==> config.mk <==
export PLATFORM = sky130hd
export DESIGN_NAME = wb_analog_ctrl
export DESIGN_NICKNAME = d
export VERILOG_FILES = /design/src/rtl/wb_analog_ctrl.sv
export SDC_FILE = /design/constraint.sdc
export NUM_CORES = 1
export LEC_CHECK = 0
export BUFFER_PORTS_ARGS = -buffer_cell sky130_fd_sc_hd__buf_2
export CAP_MARGIN = 40
export CORE_ASPECT_RATIO = 0.7
export CORE_UTILIZATION = 46
export DETAILED_ROUTE_END_ITERATION = 10
export PLACE_DENSITY = 0.8
export SLEW_MARGIN = 30
export SYNTH_ARGS = -nofsm -noshare
export SYNTH_HDL_FRONTEND = slang
export SYNTH_SLANG_ARGS = --single-unit
==> constraint.sdc <==
create_clock -name wb_clk_i -period 2.1 [get_ports wb_clk_i]
set_clock_uncertainty 0.15 [all_clocks]
set_input_delay 0.315 -clock wb_clk_i [delete_from_list [all_inputs] [get_ports wb_clk_i]]
set_output_delay 0.315 -clock wb_clk_i [all_outputs]
set_load 0.01 [all_outputs]
==> src/rtl/wb_analog_ctrl.sv <==
// wb_analog_ctrl: Wishbone slave register block for analog enable, trim,
// status and interrupt control. One wait state per transfer: IDLE -> ACK.
// Optional feature macro: WB_ANALOG_TIMER_EN adds a 32-bit timer (0x18)
// with compare/wrap (0x1C) feeding IRQ_STAT[4]; without it the timer
// offsets read 0 and no counter flops exist.
module wb_analog_ctrl #(
    parameter logic [31:0] BASE_ADDR = 32'h3000_0000
) (
    input  logic        wb_clk_i,
    input  logic        wb_rst_i,
    input  logic        wbs_cyc_i,
    input  logic        wbs_stb_i,
    input  logic        wbs_we_i,
    input  logic [31:0] wbs_adr_i,
    input  logic [31:0] wbs_dat_i,
    input  logic [3:0]  wbs_sel_i,
    output logic        wbs_ack_o,
    output logic [31:0] wbs_dat_o,
    input  logic [3:0]  status_i,
    output logic [7:0]  ctrl_o,
    output logic [15:0] trim_o,
    output logic        irq_o
);

    localparam logic [31:0] ID_VALUE = 32'hF07C_0001;

    typedef enum logic {IDLE, ACK} state_t;

    state_t      state;
    state_t      state_next;
    logic        req;
    logic        commit;
    logic        wr;
    logic [5:0]  word;
    logic [31:0] wmask;
    logic [31:0] rdata;
    logic [7:0]  ctrl;
    logic [15:0] trim;
    logic [3:0]  status_prev;
    logic [4:0]  irq_stat;
    logic [4:0]  irq_mask;
    logic [4:0]  irq_set;
    logic [4:0]  irq_clr;
    logic        timer_hit;
    logic [31:0] timer_rd;
    logic [31:0] cmp_rd;
    logic        unused_bits;

    assign req    = wbs_cyc_i & wbs_stb_i & (wbs_adr_i[31:8] == BASE_ADDR[31:8]);
    assign commit = (state == IDLE) & req;
    assign wr     = commit & wbs_we_i;
    assign word   = wbs_adr_i[7:2];
    assign wmask  = {{8{wbs_sel_i[3]}}, {8{wbs_sel_i[2]}},
                     {8{wbs_sel_i[1]}}, {8{wbs_sel_i[0]}}};

    // Byte address bits and upper data/mask lanes only matter in some builds.
    assign unused_bits = ^{wbs_adr_i[1:0], wbs_dat_i[31:16], wmask[31:16]};

    // W1C clear strobe and edge/timer set sources for IRQ_STAT.
    assign irq_clr = (wr && word == 6'd4) ? (wbs_dat_i[4:0] & wmask[4:0]) : 5'd0;
    assign irq_set = {timer_hit, status_i & ~status_prev};

    // State register; reset drops any transfer in flight.
    always_ff @(posedge wb_clk_i) begin
        if (wb_rst_i) state <= IDLE;
        else          state <= state_next;
    end

    // Next-state: accept a request from IDLE, always return from ACK.
    always_comb begin
        state_next = state;
        case (state)
            IDLE:    if (req) state_next = ACK;
            ACK:     state_next = IDLE;
            default: state_next = IDLE;
        endcase
    end

    assign wbs_ack_o = (state == ACK);

    // Read mux over the register map; unmapped words return 0.
    always_comb begin
        rdata = 32'd0;
        case (word)
            6'd0:    rdata = ID_VALUE;
            6'd1:    rdata = {24'd0, ctrl};
            6'd2:    rdata = {16'd0, trim};
            6'd3:    rdata = {28'd0, status_i};
            6'd4:    rdata = {27'd0, irq_stat};
            6'd5:    rdata = {27'd0, irq_mask};
            6'd6:    rdata = timer_rd;
            6'd7:    rdata = cmp_rd;
            default: rdata = 32'd0;
        endcase
    end

    // Read data is captured as the transfer is accepted and zero otherwise.
    always_ff @(posedge wb_clk_i) begin
        if (wb_rst_i)    wbs_dat_o <= 32'd0;
        else if (commit) wbs_dat_o <= rdata;
        else             wbs_dat_o <= 32'd0;
    end

    // Writable configuration registers, merged per byte lane.
    always_ff @(posedge wb_clk_i) begin
        if (wb_rst_i) begin
            ctrl     <= 8'd0;
            trim     <= 16'd0;
            irq_mask <= 5'd0;
        end else if (wr) begin
            if (word == 6'd1) ctrl     <= (ctrl & ~wmask[7:0]) | (wbs_dat_i[7:0] & wmask[7:0]);
            if (word == 6'd2) trim     <= (trim & ~wmask[15:0]) | (wbs_dat_i[15:0] & wmask[15:0]);
            if (word == 6'd5) irq_mask <= (irq_mask & ~wmask[4:0]) | (wbs_dat_i[4:0] & wmask[4:0]);
        end
    end

    // Interrupt status: set wins over a same-cycle W1C clear.
    always_ff @(posedge wb_clk_i) begin
        if (wb_rst_i) begin
            status_prev <= 4'd0;
            irq_stat    <= 5'd0;
        end else begin
            status_prev <= status_i;
            irq_stat    <= (irq_stat & ~irq_clr) | irq_set;
        end
    end

    // Interrupt line registered from the current masked status.
    always_ff @(posedge wb_clk_i) begin
        if (wb_rst_i) irq_o <= 1'b0;
        else          irq_o <= |(irq_stat & irq_mask);
    end

`ifdef WB_ANALOG_TIMER_EN
    logic [31:0] timer;
    logic [31:0] cmp;

    assign timer_hit = (timer == cmp) && (cmp != 32'd0);
    assign timer_rd  = timer;
    assign cmp_rd    = cmp;

    // Free-running timer that wraps to 0 one cycle after matching CMP.
    always_ff @(posedge wb_clk_i) begin
        if (wb_rst_i) begin
            timer <= 32'd0;
            cmp   <= 32'd0;
        end else begin
            if (timer_hit) timer <= 32'd0;
            else           timer <= timer + 32'd1;
            if (wr && word == 6'd7) cmp <= (cmp & ~wmask) | (wbs_dat_i & wmask);
        end
    end
`else
    assign timer_hit = 1'b0;
    assign timer_rd  = 32'd0;
    assign cmp_rd    = 32'd0;
`endif

    assign ctrl_o = ctrl;
    assign trim_o = trim;

endmodule

* Yosys cells after proc, flatten, opt, wreduce, memory -nomap -nowiden
Cells that the tools add are included.
Word-level totals: ROM bits 0, bits in latches 0, bits in registers 72, memory bits (writable) 0, memories kept 0, logic and storage cells 49, output and inout port bits 58, input port bits 77
Operators by class: shift operators 0, divide/modulo/power cells 0, equal/unequal tests 6, $add $sub $neg 0, $lt $le $gt $ge 0, bitwise operators 24, multiplexer cells 4, multipliers 0, reductions and logical operators 7
Operators by type and width (count):
- $pmux 32 s6 | 1
- $and 16x16->16 | 2
- $eq 24x22->1 const B | 1
- $and 5x5->5 | 4
- $and 8x8->8 | 2
- $not 16->16 | 1
- $or 16x16->16 | 1
- $eq 6x2->1 const B | 2
- $eq 6x3->1 const B | 2
- $not 5->5 | 2
- $not 8->8 | 1
- $or 8x8->8 | 1
- $eq 6x1->1 const B | 1
- $logic_not 6->1 | 1
- $reduce_and 2->1 | 3
- $mux 5 | 1
- $or 5x4->5 | 1
- $or 5x5->5 | 1
- $reduce_or 5->1 | 1
- $and 1x1->1 | 4
- $and 4x4->4 | 1
- $not 4->4 | 1
- $not 1->1 | 2
- $pmux 1 s2 | 1
- 3 further kinds | 3

* Depth between registers and ports, before layout
word-level depth 9, depth in mapped cells 6, gate-level depth less buffers 5

* Worst setup path before layout
Ideal clock, no wire load.
path type input-to-reg, from input wbs_adr_i[18], to register (tool-made name), setup time 72 ps, path slack 267 ps, arrival time 1612 ps, path buffers 0, cell stages on the path 4, required time 1878 ps, path through nor4_2 -> nand4_2 -> nor4_4 -> mux2i_1
RTL lines:
- start, declared | RTL line 14 | input logic [31:0] wbs_adr_i,

* Final worst setup path
from register state (netlist: wbs_ack_o), to register wbs_dat_o[0]
Between the ends: word-level cells in the longest chain between the ends 4
Ends and longest elaborated chain:
- start, declared | RTL line 29 | state_t state;
- start signal, assigned | RTL line 66 | else state <= state_next;
- $not 1->1
- $and 1x1->1 | RTL line 50 | assign commit = (state == IDLE) & req;
- $not 1->1 (no source line)
- $reduce_or 2->1 (no source line)
- end signal, assigned | RTL line 100 | else if (commit) wbs_dat_o <= rdata;
- end, declared | RTL line 18 | output logic [31:0] wbs_dat_o,
No other way between the ends. A chain may end at the register's enable or synchronous reset.

==> summary.txt <==
Status -> finished clean
Post-CTS Setup Inserts -> 0
Die X -> 93.8 um
Hold Crit Class -> input port to register
Fill cells -> 482
Share of layout cells above drive strength 1 -> 0.406
Seq/Total Area, Yosys -> 0.420
First DRT Iteration DRCs -> 138
Post-DP HPWL -> 4.88 mm
Clock sinks -> 57
CTS hold repair buffers -> 1
IO buf count -> 107
Worst Path Arrival -> 1.89 ns
Number of flops mapped to enable cells by yosys -> 0
Max Freq -> 0.538 GHz
Hold Fails Final Rpt -> 0
Starting density of the core -> 0.477
Drt pass-1 iters -> 4
Core Region -> 5700 um^2
Routability Congestion -> 0.807
Die ar. -> 6220 um^2
Worst setup path category -> register to register
ANT cells -> 0
Minimum clock period -> 1.86 ns
WHS -> 0.0572 ns
Ys flop type -> dfxtp_1
Average cell area after synthesis -> 9.99 um^2
Maximum VDD drop -> 0.493 mV
Num ports -> 135
Critical path buffers and inverters -> 0
Antenna violations before repair -> 0
Total CTS buffers -> 9
Pins Over Slew Limit -> 0
Final setup vio count -> 0
Final core occ -> 0.614
Die Ht -> 66.3 um
FFs w/ async S/R, synth -> 0
Crit-path max FO -> 5
Yosys warnings -> 0
Total gr overflow -> 0
P per Cell Area -> 642 nW/um^2
Max-Cap Viols -> 0
Wire per inst -> 14.1 um
Wirelength, routed -> 6.51 mm
Cell Chain, Critical Path -> nor4_4, nand4_4, or3_4, a2111oi_1
RSZ-0062 raised after global routing -> false
Vias per inst -> 5.01
Worst setup EP type -> register
CTS tree -> yes
First-pass GRT wire length -> 9.77 mm
Final Instance Count excl. Fillers -> 462
Clock-pin slew on the worst setup and hold paths -> 0.08 ns
Placed insts -> 445
Slowest-stage cell, CP -> a2111oi_1
Clk_lat worst skew -> 0.35 ns
Synth Instances -> 272
Post-CTS sizing -> 0
Largest buffer count on any clock path -> 2
CP max stage delay -> 0.47 ns
Yosys cell types -> 36
Number of global-route vias before repair -> 2,072
CTS root buf -> clkbuf_8
#FFs+latches synth -> 57
H-tree Lvls -> 3
Area leader, netlist -> dfxtp_1
P&R area growth vs syn -> 28.8%
Post-DRT Antenna Nets -> 0
Final WS setup -> 0.242 ns
Leak -> 1.63 nW
Total negative slack -> 0 ns
Multi-input logic area -> 1420 um^2
Flip-flop and latch area -> 1140 um^2
Dominant cells by area after synthesis -> dfxtp_1, nand2b_1, mux2i_1, buf_4, nor4_4
Period utilisation layout -> 0.885
# DRC -> 0
Mapped Area -> 2720 um^2
# rows -> 23
Top-area cell type share of the netlist area -> 0.420
Startpoint Class -> register
Pre-CTS setup slack -> -0.00546 ns
Via count -> 2,314
Global Route Usage Sum -> 0.212
Final nets -> 459
Worst EP required -> 2.14 ns
Largest net degree at the start of global routing -> 57
Crit path max-delay family -> simple AND/OR/NAND/NOR gates
routing by layer:
metal | vias to the layer above | share of wire | global-route usage
li1 | 1146 | - | -
met4 | 0 | 0.017 | 0.0808
met2 | 102 | 0.45 | 0.326
met5 | - | 0 | 0
met1 | 1053 | 0.45 | 0.273
met3 | 13 | 0.080 | 0.0759
worst register-to-register path: stages, from the launching register on:
cell and delay, ns:
dfxtp_1 0.33, nor4_4 0.19, nand4_4 0.12, or3_4 0.43, a2111oi_1 0.48
synth_stat cells, types with 2 or more instances:
master,instances
dfxtp_1,57
nand2b_1,48
mux2i_1,29
nor2_1,18
buf_4,15
nor2b_1,15
clkbuf_1,12
nand2_1,8
a21oi_1,7
nand3b_1,6
nor4_4,5
a2111oi_1,4
a211oi_1,4
a22oi_1,4
a31oi_1,4
mux2_2,4
inv_1,3
nand3_1,3
and2_1,2
and4_1,2
and4_2,2
nand4_1,2
nand4_2,2
nand4_4,2
nor3_2,2
nor4_2,2
metrics by stage:
step	area [um^2]	total power (W)
CTS	3500	0.00226
floorplan	2740	0.00122
global route	3500	0.00233
finish	3500	0.00225
global placement	3300	0.00129
detailed placement	3300	0.00130
layout by cell type, fill, tap and decap left out, types with 3 or more instances in the layout:
master / n
dfxtp_1: 57
nor2b_1: 15
buf_2: 107
clkbuf_8: 9
a2111oi_1: 4
inv_1: 3
nand2b_1: 48
inv_6: 3
nor4_4: 5
buf_4: 13
nor2_1: 18
nand3b_1: 6
conb_1: 7
a21oi_1: 7
a22oi_1: 4
a211oi_1: 4
nand3_1: 3
nand2_1: 8
mux2i_1: 29
mux2_2: 4
a31oi_1: 4
cells by family (layout without fill, tap and decap cells):
kind of cell	count (synthesis)	count (layout)	share of synthesized area
and+or+nand+nor	125	125	0.325
DFF	57	57	0.420
muxes	33	33	0.123
buffers and inverters	31	140	0.0640
AOI/OAI and AO/OA	25	25	0.0659
other	1	7	0.00138
power by group:
group | internal [W] | switching, W
registers | 0.00109 | 0.00000585
logic | 0.0000872 | 0.0000931
clock network | 0.000449 | 0.000521
area by class of cell:
| cell class | instances | share of cell area |
|---|---|---|
| Clock inverter | 7 | 0.0175 |
| Sequential cell | 57 | 0.326 |
| Multi-Input combinational cell | 190 | 0.407 |
| Tap cell | 75 | 0.0268 |
| Timing Repair Buffer | 121 | 0.184 |
| Clock buffer | 9 | 0.0354 |
| Inverter | 3 | 0.00322 |
final timing paths:
| path | from | endpoint | slack, ns | depth (start not counted) |
|---|---|---|---|---|
| max | wbs_ack_o$_SDFF_PP0_ | wbs_dat_o[0]$_SDFF_PP0_ | 0.24 | 4 |
| min | status_i[1] | status_prev[1]$_SDFF_PP0_ | 0.06 | 2 |
| max reg2reg | wbs_ack_o$_SDFF_PP0_ | wbs_dat_o[0]$_SDFF_PP0_ | 0.24 | 4 |
| min reg2reg | register | wbs_dat_o[15]$_SDFF_PP0_ | 0.33 | 2 |
Note: power is estimated with default switching activity, not from simulation.
